===== src/rtl/vend_pkg.sv =====
// rtl/vend_pkg.sv - denomination constants, refill index encoding and FSM states shared by the vend stages
package vend_pkg;

  localparam logic [6:0] DENOM_100 = 7'd100;
  localparam logic [6:0] DENOM_50  = 7'd50;
  localparam logic [6:0] DENOM_20  = 7'd20;
  localparam logic [6:0] DENOM_10  = 7'd10;
  localparam logic [6:0] DENOM_5   = 7'd5;

  localparam logic [2:0] IDX_100 = 3'd0;
  localparam logic [2:0] IDX_50  = 3'd1;
  localparam logic [2:0] IDX_20  = 3'd2;
  localparam logic [2:0] IDX_10  = 3'd3;
  localparam logic [2:0] IDX_5   = 3'd4;

  localparam int NUM_DENOM = 5;

  typedef logic [1:0] state_t;

  localparam state_t ST_IDLE   = 2'd0;
  localparam state_t ST_SELECT = 2'd1;
  localparam state_t ST_EMIT   = 2'd2;
  localparam state_t ST_DONE   = 2'd3;

  function automatic logic [6:0] denom_of(input logic [2:0] idx);
    case (idx)
      IDX_100: denom_of = DENOM_100;
      IDX_50:  denom_of = DENOM_50;
      IDX_20:  denom_of = DENOM_20;
      IDX_10:  denom_of = DENOM_10;
      IDX_5:   denom_of = DENOM_5;
      default: denom_of = 7'd0;
    endcase
  endfunction

endpackage


===== src/rtl/change_dispenser_if.sv =====
// rtl/change_dispenser_if.sv - request, note, completion and refill signals of the change dispenser
interface change_dispenser_if #(
  parameter int STOCKW = 8
);
  logic              chg_valid;
  logic              chg_ready;
  logic [15:0]       chg_amount;
  logic              note_valid;
  logic              note_ready;
  logic [6:0]        note_denom;
  logic              done_valid;
  logic              done_short;
  logic [15:0]       done_residual;
  logic              refill_valid;
  logic [2:0]        refill_sel;
  logic [STOCKW-1:0] refill_count;
  logic [4:0]        stock_low;

  modport master (
    output chg_valid, chg_amount, note_ready, refill_valid, refill_sel, refill_count,
    input  chg_ready, note_valid, note_denom, done_valid, done_short, done_residual, stock_low
  );

  modport slave (
    input  chg_valid, chg_amount, note_ready, refill_valid, refill_sel, refill_count,
    output chg_ready, note_valid, note_denom, done_valid, done_short, done_residual, stock_low
  );
endinterface


===== src/rtl/denom_picker.sv =====
// rtl/denom_picker.sv - largest denomination not exceeding rem that still has stock
module denom_picker
  import vend_pkg::*;
(
  input  logic [15:0] rem,
  input  logic [4:0]  stock_nz,
  output logic        pick_valid,
  output logic [2:0]  pick_idx
);

  always_comb begin
    pick_valid = 1'b1;
    pick_idx   = IDX_100;
    if (rem >= 16'(DENOM_100) && stock_nz[IDX_100]) begin
      pick_idx = IDX_100;
    end else if (rem >= 16'(DENOM_50) && stock_nz[IDX_50]) begin
      pick_idx = IDX_50;
    end else if (rem >= 16'(DENOM_20) && stock_nz[IDX_20]) begin
      pick_idx = IDX_20;
    end else if (rem >= 16'(DENOM_10) && stock_nz[IDX_10]) begin
      pick_idx = IDX_10;
    end else if (rem >= 16'(DENOM_5) && stock_nz[IDX_5]) begin
      pick_idx = IDX_5;
    end else begin
      pick_valid = 1'b0;
    end
  end

endmodule


===== src/rtl/change_dispenser.sv =====
// rtl/change_dispenser.sv - greedy note-by-note change payout with per-denomination stock
module change_dispenser
  import vend_pkg::*;
#(
  parameter int STOCKW      = 8,
  parameter int RESET_STOCK = 10,
  parameter int LOW_MARK    = 2
) (
  input  logic               clk,
  input  logic               rstn,
  change_dispenser_if.slave  bus
);

  localparam logic [STOCKW-1:0] RST_STOCK = STOCKW'(RESET_STOCK);
  localparam logic [STOCKW-1:0] LOW_LVL   = STOCKW'(LOW_MARK);
  localparam logic              RST_LOW   = (RST_STOCK <= LOW_LVL);

  state_t                       state_q, state_d;
  logic [15:0]                  rem_q, rem_d;
  logic [2:0]                   idx_q, idx_d;
  logic [6:0]                   note_denom_q, note_denom_d;
  logic [4:0][STOCKW-1:0]       stock_q, stock_d;
  logic [4:0]                   low_q, low_d;
  logic [4:0]                   stock_nz;
  logic                         pick_valid;
  logic [2:0]                   pick_idx;

  denom_picker u_picker (
    .rem        (rem_q),
    .stock_nz   (stock_nz),
    .pick_valid (pick_valid),
    .pick_idx   (pick_idx)
  );

  always_comb begin
    state_d      = state_q;
    rem_d        = rem_q;
    idx_d        = idx_q;
    note_denom_d = note_denom_q;
    stock_d      = stock_q;
    for (int i = 0; i < NUM_DENOM; i++) begin
      stock_nz[i] = (stock_q[i] != '0);
      low_d[i]    = (stock_q[i] <= LOW_LVL);
    end

    case (state_q)
      ST_IDLE: begin
        if (bus.chg_valid) begin
          rem_d   = bus.chg_amount;
          state_d = ST_SELECT;
        end
      end
      ST_SELECT: begin
        if (pick_valid) begin
          idx_d        = pick_idx;
          note_denom_d = denom_of(pick_idx);
          state_d      = ST_EMIT;
        end else begin
          state_d = ST_DONE;
        end
      end
      ST_EMIT: begin
        if (bus.note_ready) begin
          rem_d = rem_q - 16'(note_denom_q);
          // A refill may have emptied this counter after the pick; hold at zero.
          if (stock_q[idx_q] != '0) begin
            stock_d[idx_q] = stock_q[idx_q] - STOCKW'(1);
          end
          state_d = ST_SELECT;
        end
      end
      default: state_d = ST_IDLE;
    endcase

    // Applied last so a refill overrides a same-cycle decrement.
    if (bus.refill_valid && bus.refill_sel <= IDX_5) begin
      stock_d[bus.refill_sel] = bus.refill_count;
    end
  end

  always_ff @(posedge clk or negedge rstn) begin
    if (!rstn) begin
      state_q      <= ST_IDLE;
      rem_q        <= '0;
      idx_q        <= IDX_100;
      note_denom_q <= '0;
      stock_q      <= {NUM_DENOM{RST_STOCK}};
      low_q        <= {NUM_DENOM{RST_LOW}};
    end else begin
      state_q      <= state_d;
      rem_q        <= rem_d;
      idx_q        <= idx_d;
      note_denom_q <= note_denom_d;
      stock_q      <= stock_d;
      low_q        <= low_d;
    end
  end

  assign bus.chg_ready     = (state_q == ST_IDLE);
  assign bus.note_valid    = (state_q == ST_EMIT);
  assign bus.note_denom    = note_denom_q;
  assign bus.done_valid    = (state_q == ST_DONE);
  assign bus.done_short    = (state_q == ST_DONE) && (rem_q != '0);
  assign bus.done_residual = (state_q == ST_DONE) ? rem_q : '0;
  assign bus.stock_low     = low_q;

endmodule

===== src/flat_wrapper.sv =====
// flat-port wrapper written by rule: the top's interface ports become plain ports
module change_dispenser_flat import vend_pkg::*;
#(
  parameter int STOCKW      = 8,
  parameter int RESET_STOCK = 10,
  parameter int LOW_MARK    = 2
)
  (clk, rstn, bus_chg_valid, bus_chg_amount, bus_note_ready, bus_refill_valid, bus_refill_sel, bus_refill_count, bus_chg_ready, bus_note_valid, bus_note_denom, bus_done_valid, bus_done_short, bus_done_residual, bus_stock_low);
  change_dispenser_if #(.STOCKW(STOCKW)) bus_i ();
  input  logic clk;
  input  logic rstn;
  input wire logic [$bits(bus_i.chg_valid)-1:0] bus_chg_valid;
  input wire logic [$bits(bus_i.chg_amount)-1:0] bus_chg_amount;
  input wire logic [$bits(bus_i.note_ready)-1:0] bus_note_ready;
  input wire logic [$bits(bus_i.refill_valid)-1:0] bus_refill_valid;
  input wire logic [$bits(bus_i.refill_sel)-1:0] bus_refill_sel;
  input wire logic [$bits(bus_i.refill_count)-1:0] bus_refill_count;
  output wire logic [$bits(bus_i.chg_ready)-1:0] bus_chg_ready;
  output wire logic [$bits(bus_i.note_valid)-1:0] bus_note_valid;
  output wire logic [$bits(bus_i.note_denom)-1:0] bus_note_denom;
  output wire logic [$bits(bus_i.done_valid)-1:0] bus_done_valid;
  output wire logic [$bits(bus_i.done_short)-1:0] bus_done_short;
  output wire logic [$bits(bus_i.done_residual)-1:0] bus_done_residual;
  output wire logic [$bits(bus_i.stock_low)-1:0] bus_stock_low;
  assign bus_i.chg_valid = bus_chg_valid;
  assign bus_i.chg_amount = bus_chg_amount;
  assign bus_i.note_ready = bus_note_ready;
  assign bus_i.refill_valid = bus_refill_valid;
  assign bus_i.refill_sel = bus_refill_sel;
  assign bus_i.refill_count = bus_refill_count;
  assign bus_chg_ready = bus_i.chg_ready;
  assign bus_note_valid = bus_i.note_valid;
  assign bus_note_denom = bus_i.note_denom;
  assign bus_done_valid = bus_i.done_valid;
  assign bus_done_short = bus_i.done_short;
  assign bus_done_residual = bus_i.done_residual;
  assign bus_stock_low = bus_i.stock_low;
  change_dispenser #(.STOCKW(STOCKW), .RESET_STOCK(RESET_STOCK), .LOW_MARK(LOW_MARK)) u_core (.clk(clk), .rstn(rstn), .bus(bus_i));
endmodule

===== config.mk =====
export PLATFORM = sky130hd
export DESIGN_NAME = change_dispenser_flat
export DESIGN_NICKNAME = d
export VERILOG_FILES = /design/src/rtl/vend_pkg.sv /design/src/rtl/change_dispenser_if.sv /design/src/rtl/denom_picker.sv /design/src/rtl/change_dispenser.sv /design/src/flat_wrapper.sv
export SDC_FILE = /design/constraint.sdc
export NUM_CORES = 1
export LEC_CHECK = 0
export ABC_AREA = 1
export CAP_MARGIN = 20
export CORE_MARGIN = 2
export CORE_UTILIZATION = 40
export DETAILED_ROUTE_END_ITERATION = 7
export PLACE_DENSITY = 0.7
export RECOVER_POWER = 25
export SYNTH_ARGS = -nofsm -noshare
export SYNTH_HDL_FRONTEND = slang
export SYNTH_SLANG_ARGS = --single-unit

===== constraint.sdc =====
create_clock -name clk -period 3.05 [get_ports clk]
set_input_delay 0.61 -clock clk [delete_from_list [all_inputs] [get_ports clk]]
set_output_delay 0.61 -clock clk [all_outputs]
set_load 0.02 [all_outputs]

==> flow_metrics.tcl <==
set metrics [dict create \
    status "finished with violations" \
    violations "capacitance limit, slew limit" \
    r2r_end "u_core.stock_q[36]" \
    cts_sinks 73 \
    min_from "u_core.stock_q[10]" \
    endpoint_kind "primary output" \
    ys_types 42 \
    cp.required_ns 2.44 \
    drive_above_1_share 0.102 \
    setup_viol 0 \
    io_pins 64 \
    hold_class "flip-flop to flip-flop" \
    synth_top_area_frac 0.319 \
    antenna_found_initial 0 \
    p_sw_frac 0.468 \
    period_share 0.921 \
    crit_slowest_cell "clkdlybuf4s50_1" \
    critical-path-top-delay-family "simple AND/OR/NAND/NOR gates" \
    cts_tree "built" \
    cpPeakStageDelay_ns 0.55 \
    net-switching-power_w 0.00278 \
    syn-num-nets 748 \
    regArea_um2 1840 \
    p_clk_frac 0.199 \
    layout_common_cells "nand2_1, nor2_1, inv_1" \
    slew-limit-headroom -0.251 \
    final_common_cell "nand2_1" \
    tns_ns 0 \
    cts_hold_buf 0 \
    cts_setup_buffers 0 \
    ys_seq_elements 73 \
    hold_end "u_core.bus.stock_low[1]" \
    die_y_um 115 \
    p_seq_frac 0.285 \
    skew_ns 0.00545 \
    dr_total_vias 4940 \
    cp.buffers_inverters 2 \
    r2r-start "u_core.idx_q[2]" \
    power_density_nw_per_um2 981 \
    p_int_w 0.00315 \
    row_count 40 \
    root_buffer "clkbuf_16" \
    r2r_cells 16 \
    cp-start-kind "flip-flop" \
    die_w_um 115 \
    ys.flop_type "dfrtp_1" \
    synthTopCellsByArea "dfrtp_1, nand2_1, nor2_1" \
    grt_max_degree 74 \
    cts_made_buffers 9 \
    cp_max_fo 5 \
    dpl_cell_area_um2 5720 \
    track_usage 0.237 \
    crit_chain "nor2_1 -> nand2_1 -> nor2_1 -> nand2_1 -> inv_1 -> a41oi_1 -> clkdlybuf4s50_1" \
    grt_pass1_vias 4622 \
    fillCellCount 1179 \
    diodes 0 \
    multi_input_area_um2 2670 \
    maxSlewViolCount 74 \
    antenna_left 0 \
    hold_viol 0 \
    drt_iter0_drc 468 \
    clk_path_buf_depth 2 \
    initial_utilization 0.411 \
    first_pass_iters 5 \
    rsz0062_at_grt "false" \
    port_buffers 63 \
    crit_arrival_ns 2.20 \
    final_nets 814 \
    synth-async-reset-ratio 1.00 \
    r2r_slack_ns 0.39 \
    viasPerCell 5.35 \
    p_comb_frac 0.516 \
    synthToLayoutAreaGrowth_pct 22.4 \
    vdd_drop_max_uv 574 \
    yosysSeqAreaShare 0.373 \
    finalInstanceArea_um2 6040 \
    drt-wirelength-per-cell_um 16.2 \
    synthCells 706 \
    synth.cell_area_um2 4930 \
    dpl.hpwl_um 11200 \
    timing.final.crit_period_ns 2.81 \
    fmax_mhz 356 \
    ys_warn_count 0 \
    cts_resized 0 \
    path_class "flip-flop to primary output" \
    coreArea_um2 12000 \
    die_area_um2 13200 \
    max-cap-violations 1 \
    insertion_delay_ns 0.34 \
    cts_max_level 3 \
    leakage_nw 2.79 \
    postSynthAreaPerCell_um2 6.99 \
    path_clk_slew_ns 0.06 \
    worst_pin_slew_ns 1.88 \
    drc 0 \
    synth_edf_count 0 \
    place.gp.congestion 0.978 \
    whs_path_depth 1 \
    grt_pass1_wl_um 23900 \
    wirelength_um 15000 \
    grt-ovfl-total 0 \
    synth_area_leader_cell "dfrtp_1" \
]
-- worst max-delay path by stage --
stage	from	endpoint	depth (start not counted)
2_1_floorplan	u_core.idx_q[0]	u_core.stock_q[4]	17
3_3_place_gp	bus_note_ready	u_core.rem_q[7]	6
3_5_place_dp	u_core.idx_q[2]	u_core.stock_q[36]	16
4_1_cts	u_core.rem_q[10]	bus_done_short	7
5_1_grt	u_core.rem_q[10]	bus_done_short	7
6_report	u_core.rem_q[10]	bus_done_short	7
-- kinds of logic (layout without fill, tap and decap cells) --
group           count (synthesis)  in the layout  synth area share
compound gates                138            138             0.151
flops                          73             73             0.373
xor+xnor                        7              7            0.0124
simple gates                  375            375             0.350
buf+inv                       103            174            0.0862
fa+ha+maj                      10             10            0.0269
-- flip-flops by register name, summed over array words and instances (netlist names) --
register / count
u_core.bus.note_denom: 7
u_core.bus.stock_low: 5
u_core.idx_q: 3
u_core.rem_q: 16
u_core.state_q: 2
u_core.stock_q: 40
-- power groups by stage --
| stage | Combinational (W) | Sequential [W] | Clock, W |
|---|---|---|---|
| 2_1_floorplan | 0.00205 | 0.00158 | 0 |
| 3_3_place_gp | 0.00297 | 0.00168 | 0 |
| 3_5_place_dp | 0.00301 | 0.00169 | 0 |
| 4_1_cts | 0.00302 | 0.00168 | 0.00120 |
| 5_1_grt | 0.00341 | 0.00172 | 0.00123 |
| 6_report | 0.00306 | 0.00169 | 0.00118 |
-- per-stage QoR --
| step | power [W] | util | setup slack [ns] | hold slack, ns | cells |
|---|---|---|---|---|---|
| after floorplan | 0.00363 | - | 0.853 | 0.314 | 706 |
| after global placement | 0.00465 | 0.476 | 0.473 | 0.508 | 908 |
| after detailed placement | 0.00470 | 0.476 | 0.414 | 0.513 | 908 |
| after CTS | 0.00589 | 0.503 | 0.194 | 0.456 | 924 |
| after global routing | 0.00636 | 0.503 | 0.0822 | 0.551 | 924 |
| final | 0.00593 | 0.503 | 0.242 | 0.527 | 924 |
-- per-layer routing --
metal,GRT usage,vias to the layer above,part of all wire
li1,-,2440,-
met1,0.340,2329,0.47
met2,0.353,153,0.45
met3,0.0469,18,0.062
met4,0.0884,0,0.019
met5,0,-,0
-- final cells by class --
class	instances	share of cell area
clock buffer	10	0.0396
clock inverter	6	0.0149
inverter	87	0.0553
multi-input combinational	530	0.442
sequential	73	0.304
tap	147	0.0304
timing repair buffer	71	0.113
-- cell usage after synthesis, types with 5 or more instances --
cell type	instances
nand2_1	159
nor2_1	109
inv_1	77
a21oi_1	64
dfrtp_1	63
nand3_1	53
o21ai_0	39
o22ai_1	12
clkbuf_1	10
dfstp_2	10
nand4_1	10
ha_1	9
nor2_4	7
inv_2	6
nor2_2	6
o21ai_1	6
a31oi_1	5
nand2_2	5
nand2_4	5
nor3_1	5
or2_2	5
No activity file was read; power rests on OpenSTA's default activity.
==> variant: new RTL, same flow settings <==
Make the reset (`rstn`) synchronous in one clocked block.
--- a/src/rtl/change_dispenser.sv
+++ b/src/rtl/change_dispenser.sv
@@ -78,7 +78,7 @@
     end
   end
 
-  always_ff @(posedge clk or negedge rstn) begin
+  always_ff @(posedge clk) begin
     if (!rstn) begin
       state_q      <= ST_IDLE;
       rem_q        <= '0;
Behaviour: differs if rstn is asserted again (counterexample within 4 cycles, from zero or initial values and one cycle with rstn low); with rstn held inactive, the same outputs for 4 cycles.
==> variant against the original RTL <==
Design area shrank 1.1%; synthesized area is 0.66% higher; via count up 6.4%; sequential cell count is the same; setup slack better by 0.076 ns; routed wire length shrank 2.1%.
Power is not compared: it rests on default switching activity, and its combinational part moved more than twofold at a synthesized area within 25%.
==> variant: results (changes against the original RTL) <==
* Status: finished clean
* Gpl congestion at 0.940 (-3.9%)
* Hpwl dp at 11000 um (-2.3%)
* Synth Area in Compound Gates at 0.179 (+0.0280)
* Max reg flops at 40 (unchanged)
* Largest net degree at the start of global routing at 39 (-47%)
* Max Cap Violations at 0 (-1)
* Quantity of gates resized following cts at 0 (unchanged)
* Clock buffer depth at 2 (unchanged)
* Largest delay share family, worst path: buffers and inverters
* YS warnings at 0 (unchanged)
* Initial antenna violation count at 0 (unchanged)
* First-pass iteration count of the detailed router at 6 (+1)
* Synth Net Count at 820 (+9.6%)
* Slowest library cell on the worst path: clkdlybuf4s50_1
* XOR/XNOR share of the synthesized area at 0.0123 (-0.0000814)
* Drt wl/cell at 14.6 um (-9.9%)
* Placed instance area at 5690 um2 (-0.46%)
* Post-synth EDFFs at 0 (unchanged)
* Worst-path fanout max at 12 (+7)
* Global-route wire length before repair at 23600 um (-1.5%)
* Post-CTS Repair Setup Buffers at 0 (unchanged)
* Vias in the first global route at 4718 (+2.1%)
* Post-Place Setup Slack at 0.311 ns (-0.103 ns)
* Synth cell count leaders: nand2_1, nor2_1, inv_1, nand3_1, a21oi_1
* Root Driver: clkbuf_16
* Avg Cell Area, Syn at 6.38 um2 (-8.7%)
* Largest stage delay on the critical path at 0.62 ns (+0.07 ns)
* Synth Flop Type: dfxtp_1
* Layout Cells excl Fill at 1004 (+8.7%)
* Peak supply drop at 210 uV
* Ant diodes at 0 (unchanged)
* Leakage dissipation at 2.67 nW
* 1st-iter DRT viols at 413 (-12%)
* Nets at 874 (+7.4%)
* Total CTS buffers at 9 (unchanged)
* Async set-reset flop share out of synthesis at 0 (-1.00)
* Inst Count DP at 989 (+8.9%)
* WP data arrival at 2.12 ns (-0.08 ns)
* Worst slew margin at 0.290 (+0.541)
* Area contributors post-synth: dfxtp_1, nand2_1, nand3_1, a21oi_1, nor2_1
* Skew-Pair Late Insertion Delay at 0.34 ns (about the same)
* Drt via density at 5.24 (-2.1%)
* Layout cells sized above 1 at 0.0742 (-0.0275)
* Post-synthesis sequential area ratio at 0.294 (-0.0785)
* GRT Util Overall at 0.227 (-0.00989)
* Worst Skew at 0.00992 ns (+0.00447 ns)
* Synth Area in Adders at 0.0267 (-0.000176)
* Netlist cell types at 38 (-9.5%)
==> variant: changes by cell type in the layout (fill, tap and decap cells not counted), moves of 13 or more <==
cell,before,now
clkdlybuf4s50_1,62,49
dfrtp_1,63,0
inv_1,77,92
nand3_1,53,90
nor2_1,109,92
o21ai_0,39,58
dlygate4sd3_1,0,14
dfxtp_1,0,72
==> variant: layout make-up <==
cell class | count | area, um2
inverter | 95 | 357
sequential | 73 | 1460
tap | 168 | 210
timing repair buffer | 72 | 691
clock buffer | 12 | 256
multi-input combinational | 581 | 2960
fill | 1217 | 6080
clock inverter | 3 | 40.0
==> variant: final timing paths <==
check,start,end,slack [ns],cells after the start
worst max-delay path,u_core.state_q[0],bus_done_residual[10],0.32,4
worst min-delay path,u_core.stock_q[19],u_core.bus.stock_low[2],0.43,1
worst max register to register,u_core.state_q[1],u_core.rem_q[0],0.44,10
worst min register to register,u_core.stock_q[19],u_core.bus.stock_low[2],0.43,1
==> variant: routing by layer <==
metal / up-vias / GRT usage / share of wire / routed length (um)
met3: 30 / 0.0340 / 0.060 / 880
met5: - / 0 / 0 / 0
met1: 2372 / 0.303 / 0.46 / 6700
met4: 0 / 0.105 / 0.030 / 441
li1: 2685 / - / - / -
met2: 169 / 0.361 / 0.45 / 6640
==> variant: where the power goes <==
| part | switching [W] | total (W) | internal, W |
|---|---|---|---|
| sequential | 0.0000716 | 0.00109 | 0.00102 |
| clock | 0.000408 | 0.00108 | 0.000671 |
| combinational | 0.000590 | 0.000918 | 0.000328 |
| total | 0.00107 | 0.00309 | 0.00202 |
==> variant: logic make-up (layout without fill, tap and decap cells) <==
family	Yosys count	in the layout
simple gates	399	399
buf+inv	124	182
compound gates	165	165
flops	73	73
fa+ha+maj	10	10
xor+xnor	7	7
